==> src/rtl/ws2812_pkg.sv <==
// Shared types, default bit timing and the brightness scaling helper for the
// WS2812 chain driver.
package ws2812_pkg;

  typedef enum logic [1:0] {
    IDLE  = 2'd0,
    FETCH = 2'd1,
    SEND  = 2'd2,
    LATCH = 2'd3
  } state_t;

  localparam int DEF_BIT_CLKS   = 63;
  localparam int DEF_T1H_CLKS   = 39;
  localparam int DEF_T0H_CLKS   = 19;
  localparam int DEF_RESET_CLKS = 2600;

  // Scale one colour byte by (brightness+1)/256; 255 is identity, 0 blanks.
  function automatic logic [7:0] scale_byte(input logic [7:0] c, input logic [7:0] b);
    logic [15:0] prod;
    prod = 16'(c) * (16'(b) + 16'd1);
    return prod[15:8];
  endfunction

endpackage

==> src/rtl/ws2812_bit_encoder.sv <==
// One NRZ bit period: counts BIT_CLKS cycles from a trigger and compares the
// count against the high time selected by the current bit value.
module ws2812_bit_encoder
  import ws2812_pkg::*;
#(
  parameter int BIT_CLKS = DEF_BIT_CLKS,
  parameter int T1H_CLKS = DEF_T1H_CLKS,
  parameter int T0H_CLKS = DEF_T0H_CLKS
) (
  input  logic clk,
  input  logic rst_n,
  input  logic trigger,
  input  logic bit_val,
  output logic line_hi,
  output logic bit_end
);

  localparam int CNT_W = (BIT_CLKS > 1) ? $clog2(BIT_CLKS) : 1;
  localparam logic [CNT_W-1:0] LAST_CNT = CNT_W'(BIT_CLKS - 1);
  localparam logic [CNT_W-1:0] HI_ONE   = CNT_W'(T1H_CLKS);
  localparam logic [CNT_W-1:0] HI_ZERO  = CNT_W'(T0H_CLKS);

  logic [CNT_W-1:0] cnt;
  logic             active;

  // Bit-period counter; a trigger on the last cycle restarts it seamlessly.
  // NOTE: sequential state uses non-blocking assignments so every flop samples
  // pre-edge values, independent of process evaluation order.
  always_ff @(posedge clk) begin
    if (!rst_n) begin
      cnt    <= '0;
      active <= 1'b0;
    end else if (trigger) begin
      cnt    <= '0;
      active <= 1'b1;
    end else if (bit_end) begin
      active <= 1'b0;
    end else if (active) begin
      cnt <= cnt + CNT_W'(1);
    end
  end

  assign bit_end = active && (cnt == LAST_CNT);
  assign line_hi = active && (cnt < (bit_val ? HI_ONE : HI_ZERO));

endmodule

==> src/rtl/ws2812_chain_driver.sv <==
// Frame serialiser for a WS2812 strip: fetches pixels from a 1-cycle-latency
// store, scales them by a global brightness, shifts them out MSB first with
// one-pixel prefetch, then holds the latch gap and pulses done.
module ws2812_chain_driver
  import ws2812_pkg::*;
#(
  parameter  int NUM_LEDS      = 16,
  parameter  int BYTES_PER_LED = 3,
  parameter  int BIT_CLKS      = DEF_BIT_CLKS,
  parameter  int T1H_CLKS      = DEF_T1H_CLKS,
  parameter  int T0H_CLKS      = DEF_T0H_CLKS,
  parameter  int RESET_CLKS    = DEF_RESET_CLKS,
  localparam int ADDR_W        = (NUM_LEDS > 1) ? $clog2(NUM_LEDS) : 1,
  localparam int PIX_W         = 8 * BYTES_PER_LED
) (
  input  logic              clk,
  input  logic              rst_n,
  input  logic              start,
  input  logic [7:0]        brightness,
  output logic [ADDR_W-1:0] pixel_addr,
  input  logic [PIX_W-1:0]  pixel_data,
  output logic              busy,
  output logic              done,
  output logic              leds_line
);

  localparam int BIT_W = $clog2(PIX_W);
  localparam int LAT_W = (RESET_CLKS > 1) ? $clog2(RESET_CLKS) : 1;
  localparam logic [BIT_W-1:0]  LAST_BIT = BIT_W'(PIX_W - 1);
  localparam logic [ADDR_W-1:0] LAST_PIX = ADDR_W'(NUM_LEDS - 1);
  localparam logic [LAT_W-1:0]  LAST_LAT = LAT_W'(RESET_CLKS - 1);

  state_t            state, state_next;
  logic              start_q, start_rise, fetch_cnt;
  logic [7:0]        bright_q;
  logic [PIX_W-1:0]  shift_q, pf_buf, scaled;
  logic              pf_req, pf_cap;
  logic [BIT_W-1:0]  bit_idx;
  logic [ADDR_W-1:0] pix_idx, pix_inc;
  logic [LAT_W-1:0]  lat_cnt;
  logic              load_first, next_bit, next_pix, enter_latch, frame_end;
  logic              enc_trig, line_hi, bit_end;

  assign start_rise = start & ~start_q;
  assign pix_inc    = pix_idx + ADDR_W'(1);

  // Brightness-scaled view of the store output, used on capture cycles only.
  always_comb begin
    scaled = '0;
    for (int i = 0; i < BYTES_PER_LED; i++)
      scaled[8*i +: 8] = scale_byte(pixel_data[8*i +: 8], bright_q);
  end

  // The encoder reads the live MSB; the shift register advances on bit_end.
  ws2812_bit_encoder #(
    .BIT_CLKS (BIT_CLKS),
    .T1H_CLKS (T1H_CLKS),
    .T0H_CLKS (T0H_CLKS)
  ) u_enc (
    .clk     (clk),
    .rst_n   (rst_n),
    .trigger (enc_trig),
    .bit_val (shift_q[PIX_W-1]),
    .line_hi (line_hi),
    .bit_end (bit_end)
  );

  // State register.
  always_ff @(posedge clk) begin
    if (!rst_n) state <= IDLE;
    else        state <= state_next;
  end

  // Next-state and per-cycle control strobes.
  // NOTE: every output of this block gets a default first, so no path can
  // leave one unassigned and infer a latch.
  always_comb begin
    state_next  = state;
    load_first  = 1'b0;
    next_bit    = 1'b0;
    next_pix    = 1'b0;
    enter_latch = 1'b0;
    frame_end   = 1'b0;
    enc_trig    = 1'b0;
    case (state)
      IDLE: if (start_rise) state_next = FETCH;
      FETCH: if (fetch_cnt) begin
        load_first = 1'b1;
        enc_trig   = 1'b1;
        state_next = SEND;
      end
      SEND: if (bit_end) begin
        if (bit_idx != LAST_BIT) begin
          next_bit = 1'b1;
          enc_trig = 1'b1;
        end else if (pix_idx != LAST_PIX) begin
          next_pix = 1'b1;
          enc_trig = 1'b1;
        end else begin
          enter_latch = 1'b1;
          state_next  = LATCH;
        end
      end
      LATCH: if (lat_cnt == LAST_LAT) begin
        frame_end  = 1'b1;
        state_next = IDLE;
      end
      default: state_next = IDLE;
    endcase
  end

  // Datapath: handshake, shift register, prefetch pipeline and counters.
  always_ff @(posedge clk) begin
    if (!rst_n) begin
      start_q    <= 1'b1;
      busy       <= 1'b0;
      done       <= 1'b0;
      leds_line  <= 1'b0;
      pixel_addr <= '0;
      fetch_cnt  <= 1'b0;
      bright_q   <= '0;
      shift_q    <= '0;
      pf_buf     <= '0;
      pf_req     <= 1'b0;
      pf_cap     <= 1'b0;
      bit_idx    <= '0;
      pix_idx    <= '0;
      lat_cnt    <= '0;
    end else begin
      start_q   <= start;
      done      <= frame_end;
      leds_line <= line_hi;
      pf_req    <= 1'b0;
      pf_cap    <= pf_req;
      if (pf_cap) pf_buf <= scaled;
      if (state == IDLE && start_rise) begin
        busy       <= 1'b1;
        bright_q   <= brightness;
        pixel_addr <= '0;
        fetch_cnt  <= 1'b0;
      end
      if (state == FETCH) fetch_cnt <= 1'b1;
      if (load_first) begin
        shift_q <= scaled;
        bit_idx <= '0;
        pix_idx <= '0;
        if (LAST_PIX != '0) begin
          pixel_addr <= ADDR_W'(1);
          pf_req     <= 1'b1;
        end
      end
      if (next_bit) begin
        shift_q <= {shift_q[PIX_W-2:0], 1'b0};
        bit_idx <= bit_idx + BIT_W'(1);
      end
      if (next_pix) begin
        shift_q <= pf_buf;
        bit_idx <= '0;
        pix_idx <= pix_inc;
        if (pix_inc != LAST_PIX) begin
          pixel_addr <= pix_inc + ADDR_W'(1);
          pf_req     <= 1'b1;
        end
      end
      if (enter_latch)         lat_cnt <= '0;
      else if (state == LATCH) lat_cnt <= lat_cnt + LAT_W'(1);
      if (frame_end) begin
        busy       <= 1'b0;
        pixel_addr <= '0;
      end
    end
  end

endmodule

==> config.mk <==
export PLATFORM = sky130hd
export DESIGN_NAME = ws2812_chain_driver
export DESIGN_NICKNAME = d
export VERILOG_FILES = /design/src/rtl/ws2812_pkg.sv /design/src/rtl/ws2812_bit_encoder.sv /design/src/rtl/ws2812_chain_driver.sv
export SDC_FILE = /design/constraint.sdc
export NUM_CORES = 1
export LEC_CHECK = 0
export CAP_MARGIN = 20
export CORE_ASPECT_RATIO = 1.75
export CORE_MARGIN = 3
export CORE_UTILIZATION = 35
export CTS_CLUSTER_SIZE = 16
export DETAILED_ROUTE_END_ITERATION = 7
export PLACE_DENSITY_LB_ADDON = 0.12
export SLEW_MARGIN = 20
export SYNTH_ARGS = -nofsm -noshare
export SYNTH_HDL_FRONTEND = slang
export SYNTH_SLANG_ARGS = --single-unit
export TNS_END_PERCENT = 5
==> constraint.sdc <==
create_clock -name clk -period 10.9 [get_ports clk]
set_input_delay 1.09 -clock clk [delete_from_list [all_inputs] [get_ports clk]]
set_output_delay 1.09 -clock clk [all_outputs]
set_load 0.1 [all_outputs]
==> results of run 1 <==
==> cell type report <==
class / count / share of cell area
multi-input cells: 945 / 0.6769
flip-flops and latches: 97 / 0.1628
inverters: 157 / 0.04940
repair buffers: 57 / 0.04447
well taps: 387 / 0.04059
clock buffers: 12 / 0.02150
clock inverters: 4 / 0.004300
==> synthesized netlist by cell type, types with 10 or more instances <==
library cell | instances | area (µm²)
a21o_1 | 10 | 75.07
a21oi_1 | 61 | 305.3
and2_1 | 137 | 857.1
clkbuf_1 | 32 | 120.1
dfxtp_1 | 97 | 1942
fa_1 | 120 | 2402
ha_1 | 110 | 1376
inv_1 | 157 | 589.3
mux2i_1 | 14 | 140.1
nand2_1 | 115 | 431.7
nand3_1 | 29 | 145.1
nor2_1 | 95 | 356.6
nor2b_1 | 19 | 118.9
o21ai_0 | 27 | 135.1
o22ai_1 | 12 | 75.07
xnor2_1 | 30 | 262.8
xor2_1 | 24 | 210.2
==> state kept, by name, summed over array words and instances, names as in the netlist <==
signal and count:
done 1, pf_buf 24, bright_q 8, pix_idx 4, pixel_addr 4, u_enc.active 1
pf_req 1, shift_q 24, start_q 1, busy 1, pf_cap 1, state 2
bit_idx 5, fetch_cnt 1, u_enc.cnt 6, leds_line 1, lat_cnt 12
==> routing by layer <==
metal,vias up,part of all wire,global-route usage
met3,34,0.022,0.01704
li1,4107,-,-
met2,98,0.54,0.3173
met4,0,0.022,0.04345
met1,4139,0.42,0.1983
met5,-,0,0
==> metrics by stage <==
stage | total power, W | cell area [µm²] | utilization | setup WS (ns)
final | 0.001095 | 11930 | 0.3955 | 5.163
after global routing | 0.001182 | 11930 | 0.3955 | 4.825
after CTS | 0.001115 | 11930 | 0.3955 | 5.121
after floorplan | 0.0006553 | 10760 | - | 5.691
after global placement | 0.0007783 | 11620 | 0.3853 | 4.945
after detailed placement | 0.0007791 | 11620 | 0.3853 | 4.900
==> worst paths after layout <==
check | to | slack, ns | cells past startpoint
max | pf_buf[7] | 5.16 | 21
min | pf_cap | 0.44 | 1
max reg2reg | pf_buf[7] | 5.16 | 21
min reg2reg | pf_cap | 0.44 | 1
==> layout by cell type, fill, tap and decap left out, drive strengths merged, types with 3 or more instances in the layout <==
cell | synthesis | layout
a211o | 4 | 4
a211oi | 9 | 9
a21o | 10 | 10
a21oi | 64 | 64
a222oi | 5 | 5
a31oi | 7 | 7
and2 | 137 | 137
and3 | 7 | 7
and4 | 5 | 5
buf | 13 | 16
clkbuf | 32 | 12
clkdlybuf4s50 | 0 | 41
dfxtp | 97 | 97
fa | 120 | 120
ha | 110 | 110
inv | 157 | 157
mux2i | 14 | 14
nand2 | 117 | 117
nand2b | 9 | 9
nand3 | 31 | 31
nand3b | 7 | 7
nand4 | 6 | 6
nand4b | 6 | 6
nor2 | 96 | 96
nor2b | 19 | 19
nor3 | 5 | 5
nor4 | 6 | 6
o211ai | 3 | 3
o21a | 6 | 6
o21ai | 36 | 36
o22ai | 13 | 13
o31ai | 5 | 5
or3 | 5 | 5
xnor2 | 30 | 30
xor2 | 24 | 24
==> cell families after synthesis <==
logic type               Yosys count
AO/OA/AOI/OAI                    183
XOR/XNOR                          54
adder cells (fa/ha/maj)          230
buffers and inverters            202
flip-flops                        97
multiplexers                      16
AND/OR/NAND/NOR                  462
==> power by group through the flow <==
stage | clock network [W] | logic, W | registers [W]
2_1_floorplan | 0 | 0.000265 | 0.000390
3_3_place_gp | 0 | 0.000392 | 0.000387
3_5_place_dp | 0 | 0.000393 | 0.000387
4_1_cts | 0.000340 | 0.000397 | 0.000379
5_1_grt | 0.000354 | 0.000448 | 0.000380
6_report | 0.000332 | 0.000385 | 0.000379
==> results.sh, run 1 <==
export IMPL_cts_setup_buffers=0
export IMPL_ir_worst_vdd_mv=0.08296
export IMPL_cts_inserted_buffers=9
export IMPL_synth_top_family_by_area="adder cells"
export IMPL_synth_fa_ha_area_frac=0.3511
export IMPL_syn_area_mm2=0.01076
export IMPL_core_area_mm2=0.03016
export IMPL_drv_cap=0
export IMPL_ys_seq_elements=97
export IMPL_worstPathArrival_ns=5.96
export IMPL_portBuffers=41
export IMPL_hold_viol=0
export IMPL_drt_first_pass_iters=5
export IMPL_cts_tree="yes"
export IMPL_grt_first_pass_wirelength_mm=45.30
export IMPL_antennaDiodeCount=0
export IMPL_path_max_fanout=25
export IMPL_hold_buffers=0
export IMPL_cp_top_family="adder cells"
export IMPL_p_per_area_mw_per_mm2=91.83
export IMPL_path_class="reg -> reg"
export IMPL_hp_class="reg -> reg"
export IMPL_cts_sinks=97
export IMPL_htreeDepth=3
export IMPL_wl_per_cell_um=16.02
export IMPL_p_int_w=0.0007070
export IMPL_grt_pass1_vias=8842
export IMPL_dr_total_vias=8378
export IMPL_num_io_pins=42
export IMPL_dr_first_iter_drc_count=336
export IMPL_multi_input_area_mm2=0.008075
export IMPL_grt_max_degree=48
export IMPL_syn_area_per_cell_um2=8.652
export IMPL_cp_num_buf_inv=4
export IMPL_synth_xor_area_share=0.04394
export IMPL_async_flop_share=0
export IMPL_ys_types=75
export IMPL_synth_edf_count=0
export IMPL_slew_violations=0
export IMPL_syn_inst=1244
export IMPL_switchingPower_w=0.0003884
export IMPL_insertion_delay_ns=0.35
export IMPL_yosys_warnings=0
export IMPL_min_from="pf_req"
export IMPL_timing_rr_start="bright_q[0]"
export IMPL_synth_seq_area_share=0.1804
export IMPL_syn_to_final_growth_pct=10.83
export IMPL_period_minus_slack_ns=5.737
export IMPL_seqCellArea_mm2=0.001942
export IMPL_dieArea_mm2=0.03297
export IMPL_place_congestion=0.7947
export IMPL_ant_nets=0
export IMPL_finalSetupViolCount=0
export IMPL_cp_cell_sequence="buf_4 > ha_1 > nand2_1 > nor2_1 > xor2_1 > buf_4 > and2_1 > fa_1 > inv_1 > fa_1 > fa_1 > fa_1 > inv_1 > ha_1 > a21oi_1 > o211a_1 > a21oi_4 > a211o_4 > and4_1 > a211oi_2 > a21oi_1"
export IMPL_synthSimpleGateAreaFrac=0.2240
export IMPL_worst_slew_pin_slew_ns=0.9966
export IMPL_slew_headroom=0.3335
export IMPL_initial_core_util=0.3568
export IMPL_critPathLaunch="bright_q[0]"
export IMPL_die_y_um=238.0
export IMPL_hold_slack_ns=0.4364
export IMPL_start_kind="register"
export IMPL_fin_skew_ns=0.009236
export IMPL_combPwrFrac=0.352
export IMPL_drc=0
export IMPL_rsz0062_at_grt="no"
export IMPL_pwr_share_clk=0.303
export IMPL_final_setup_tns_ns=0
export IMPL_power_leakage_nw=5.556
export IMPL_seq_power_share=0.346
export IMPL_rows=84
export IMPL_status="finished clean"
export IMPL_die_width_um=138.6
export IMPL_critPathSlowestCell="fa_1"
export IMPL_swShare=0.3546
export IMPL_cts_repair_resized=0
export IMPL_syn_num_nets=1509
export IMPL_nNetsFinal=1532
export IMPL_path_clk_slew_ns=0.07
export IMPL_grt_util_all_layers=0.1665
export IMPL_n_fill_cell=3105
export IMPL_clockBufferDepth=2
export IMPL_synth_compound_area_frac=0.1133
export IMPL_synthMuxAreaShare=0.01511
export IMPL_critPathMaxStageDelay_ns=0.54
export IMPL_grt_antenna_before_repair=0
export IMPL_root_buffer="clkbuf_16"
export IMPL_critPathMostFrequentCell="fa_1"
export IMPL_dp_hpwl_mm=20.75
export IMPL_post_route_period_util=0.5263
export IMPL_wl_mm=26.58
export IMPL_grt_overflow=0
export IMPL_cp_end_kind="register"
export IMPL_final_layout_size_suffix_gt1_frac=0.04953
export IMPL_max_freq_ghz=0.1743
export IMPL_synthFlopType="dfxtp_1"
export IMPL_fin_cells=1659
export IMPL_critPathRequiredTime_ns=11.12
export IMPL_viasPerCell=5.050
export IMPL_dpl_cell_count=1643
No activity file was read; power rests on OpenSTA's default activity.
==> inputs of run 2 (changes only) <==
clock period = 4.75 ns   (was 10.9 ns; I/O delays follow)
==> run 2 against run 1 <==
  * The flow now finishes with violations (negative setup slack)
  * Maximum frequency up 15%
  * Global-route usage increased by 1.9 points
  * Clock power up 150%
  * Largest cell class unchanged
  * Sequential power grew 130%
  * Sequential cell count unchanged
  * Cell count grew 8.0%
  * Via count grew 7.0%
  * Total power grew to 2.6 times the previous value
  * Combinational power rose to 3.1 times the previous value
  * Register-to-register slack worse by 5.4 ns
  * Cell area rose by 14%
  * Worst hold slack improved by 0.0032 ns
==> results.sh, run 2 (synthesis results as in run 1) <==
export IMPL_whs_path_depth=1
export IMPL_grt_util_all_layers=0.1852
export IMPL_cp_cell_sequence="nand3_4 > nor2_4 > nand3_4 > xnor2_4 > buf_6 > buf_4 > and2_1 > fa_1 > fa_2 > fa_1 > inv_1 > fa_1 > inv_1 > ha_4 > a21o_1 > a21oi_1 > nor2b_1 > a211o_4 > o21ai_4 > buf_4 > nand3_1 > a21oi_1"
export IMPL_root_buffer="clkbuf_16"
export IMPL_grt_antenna_before_repair=0
export IMPL_fin_area_mm2=0.01366
export IMPL_worstPathArrival_ns=5.29
export IMPL_fin_cells=1792
export IMPL_cp_end_kind="register"
export IMPL_cts_tree="yes"
export IMPL_place_congestion=0.8005
export IMPL_start_kind="register"
export IMPL_status="finished, violations left"
export IMPL_finish_utilization=0.4528
export IMPL_power_leakage_nw=6.335
export IMPL_rows=84
export IMPL_fin_skew_ns=0.008694
export IMPL_r2r_end="shift_q[6]"
export IMPL_critPathRequiredTime_ns=5.05
export IMPL_path_max_fanout=5
export IMPL_min_from="pf_req"
export IMPL_initial_core_util=0.3568
export IMPL_dr_first_iter_drc_count=359
export IMPL_clockBufferDepth=2
export IMPL_ff2ff_path_depth=22
export IMPL_ir_worst_vdd_mv=0.2747
export IMPL_final_common_cell="inv_1"
export IMPL_cts_inserted_buffers=9
export IMPL_path_clk_slew_ns=0.07
export IMPL_portBuffers=41
export IMPL_final_layout_size_suffix_gt1_frac=0.1972
export IMPL_path_class="reg -> reg"
export IMPL_grt_pass1_vias=9605
export IMPL_max_freq_ghz=0.2001
export IMPL_wl_mm=29.86
export IMPL_setup_slack_ns=-0.2481
export IMPL_dp_hpwl_mm=22.89
export IMPL_die_width_um=138.6
export IMPL_post_route_period_util=1.052
export IMPL_die_y_um=238.0
export IMPL_antennaDiodeCount=0
export IMPL_dpl_cell_count=1748
export IMPL_rsz0062_at_grt="yes"
export IMPL_slew_violations=0
export IMPL_p_per_area_mw_per_mm2=210.3
export IMPL_period_minus_slack_ns=4.998
export IMPL_dr_total_vias=8965
export IMPL_hold_slack_ns=0.4396
export IMPL_worst_slew_pin_slew_ns=0.9908
export IMPL_core_area_mm2=0.03016
export IMPL_syn_to_final_growth_pct=26.89
export IMPL_reg_largest_list="pf_buf x24, shift_q x24, lat_cnt x12"
export IMPL_slew_headroom=0.3374
export IMPL_grt_overflow=0
export IMPL_ant_nets=0
export IMPL_critPathSlowestCell="fa_1"
export IMPL_nNetsFinal=1665
export IMPL_finalSetupViolCount=36
export IMPL_final_setup_tns_ns=-5.177
export IMPL_mostFrequentLayoutCells="151 x inv_1, 131 x buf_4, 129 x and2_1, 113 x fa_1, 110 x nand2_1"
export IMPL_wl_per_cell_um=16.66
export IMPL_hp_class="reg -> reg"
export IMPL_htreeDepth=3
export IMPL_failed_checks="negative setup slack"
export IMPL_hold_end="pf_cap"
export IMPL_dieArea_mm2=0.03297
export IMPL_critPathLaunch="bright_q[2]"
export IMPL_hold_viol=0
export IMPL_grt_first_pass_wirelength_mm=49.43
export IMPL_timing_rr_start="bright_q[2]"
export IMPL_n_fill_cell=2945
export IMPL_rrSetupSlack_ns=-0.25
export IMPL_cts_sinks=97
export IMPL_num_io_pins=42
export IMPL_critPathMaxStageDelay_ns=0.53
export IMPL_viasPerCell=5.003
export IMPL_place_area_mm2=0.01262
export IMPL_critPathMostFrequentCell="fa_1"
export IMPL_drc=0
export IMPL_insertion_delay_ns=0.36
export IMPL_drv_cap=0
export IMPL_drt_first_pass_iters=6
export IMPL_grt_max_degree=34
[run 2: changes by cell type in the layout (fill, tap and decap cells not counted), moves of 7 or more]
cell     delta
a21oi_1     -8
fa_2        +7
ha_1       -13
and2_4      +8
and2_1      -8
buf_4     +115
fa_1        -7
ha_4       +12
buf_12      +7
[run 2: where the power goes]
part | switching [W] | internal [W]
Sequential | 0.0000248 | 0.000844
Clock | 0.000345 | 0.000481
Combinational | 0.000632 | 0.000546
Total | 0.00100 | 0.00187
[run 2: worst max-delay path by stage]
stage                      end  slack (ns)  cells after the start
global placement     pf_buf[7]       -0.50                     16
detailed placement   pf_buf[7]       -0.51                     16
finish              shift_q[6]       -0.25                     22
global route        shift_q[6]       -0.44                     22
floorplan           pf_buf[15]       -0.03                     20
CTS                  pf_buf[7]       -0.30                     20
[run 2: area by class of cell]
type                       count  area (µm²)  area share
multi-input combinational    945        8598      0.6296
clock buffer                  11       242.7     0.01777
timing repair buffer         190        1702      0.1246
sequential                    97        1956      0.1432
clock inverter                 5       85.08    0.006230
tap                          387       484.2     0.03546
inverter                     157       589.3     0.04315
[run 2: per-layer routing]
metal  up-vias  share of wire  wire [µm]  track usage
met5         -              0          0            0
met4         0          0.031        911      0.05874
met3        39          0.016        475      0.01564
met2       106           0.57      17080       0.3736
met1      4440           0.38      11400       0.2007
li1       4380              -          -            -
[run 2: critical path: cells and delay by family, from the launching register on]
kind,cells,cell delay [ns]
fa+ha+maj,5,2.08
compound gates,5,1.00
simple gates,6,0.78
buf+inv,5,0.52
flops,1,0.36
xor+xnor,1,0.18
[run 2: metrics by stage]
| step | worst slack (ns) | power, W |
|---|---|---|
| after floorplan | -0.02907 | 0.001535 |
| after global placement | -0.4995 | 0.001931 |
| after detailed placement | -0.5058 | 0.001941 |
| after CTS | -0.3021 | 0.002891 |
| after global routing | -0.4384 | 0.003067 |
| final | -0.2481 | 0.002872 |
[run 2: what timing repair did]
item	4_1_cts	5_1_grt
resized for setup	62	20
setup buffers	20	5
hold endpoints to repair	0	0
hold buffers	0	0
gates cloned	2	1
pin swaps	66	29
endpoints found under the setup margin	41	47
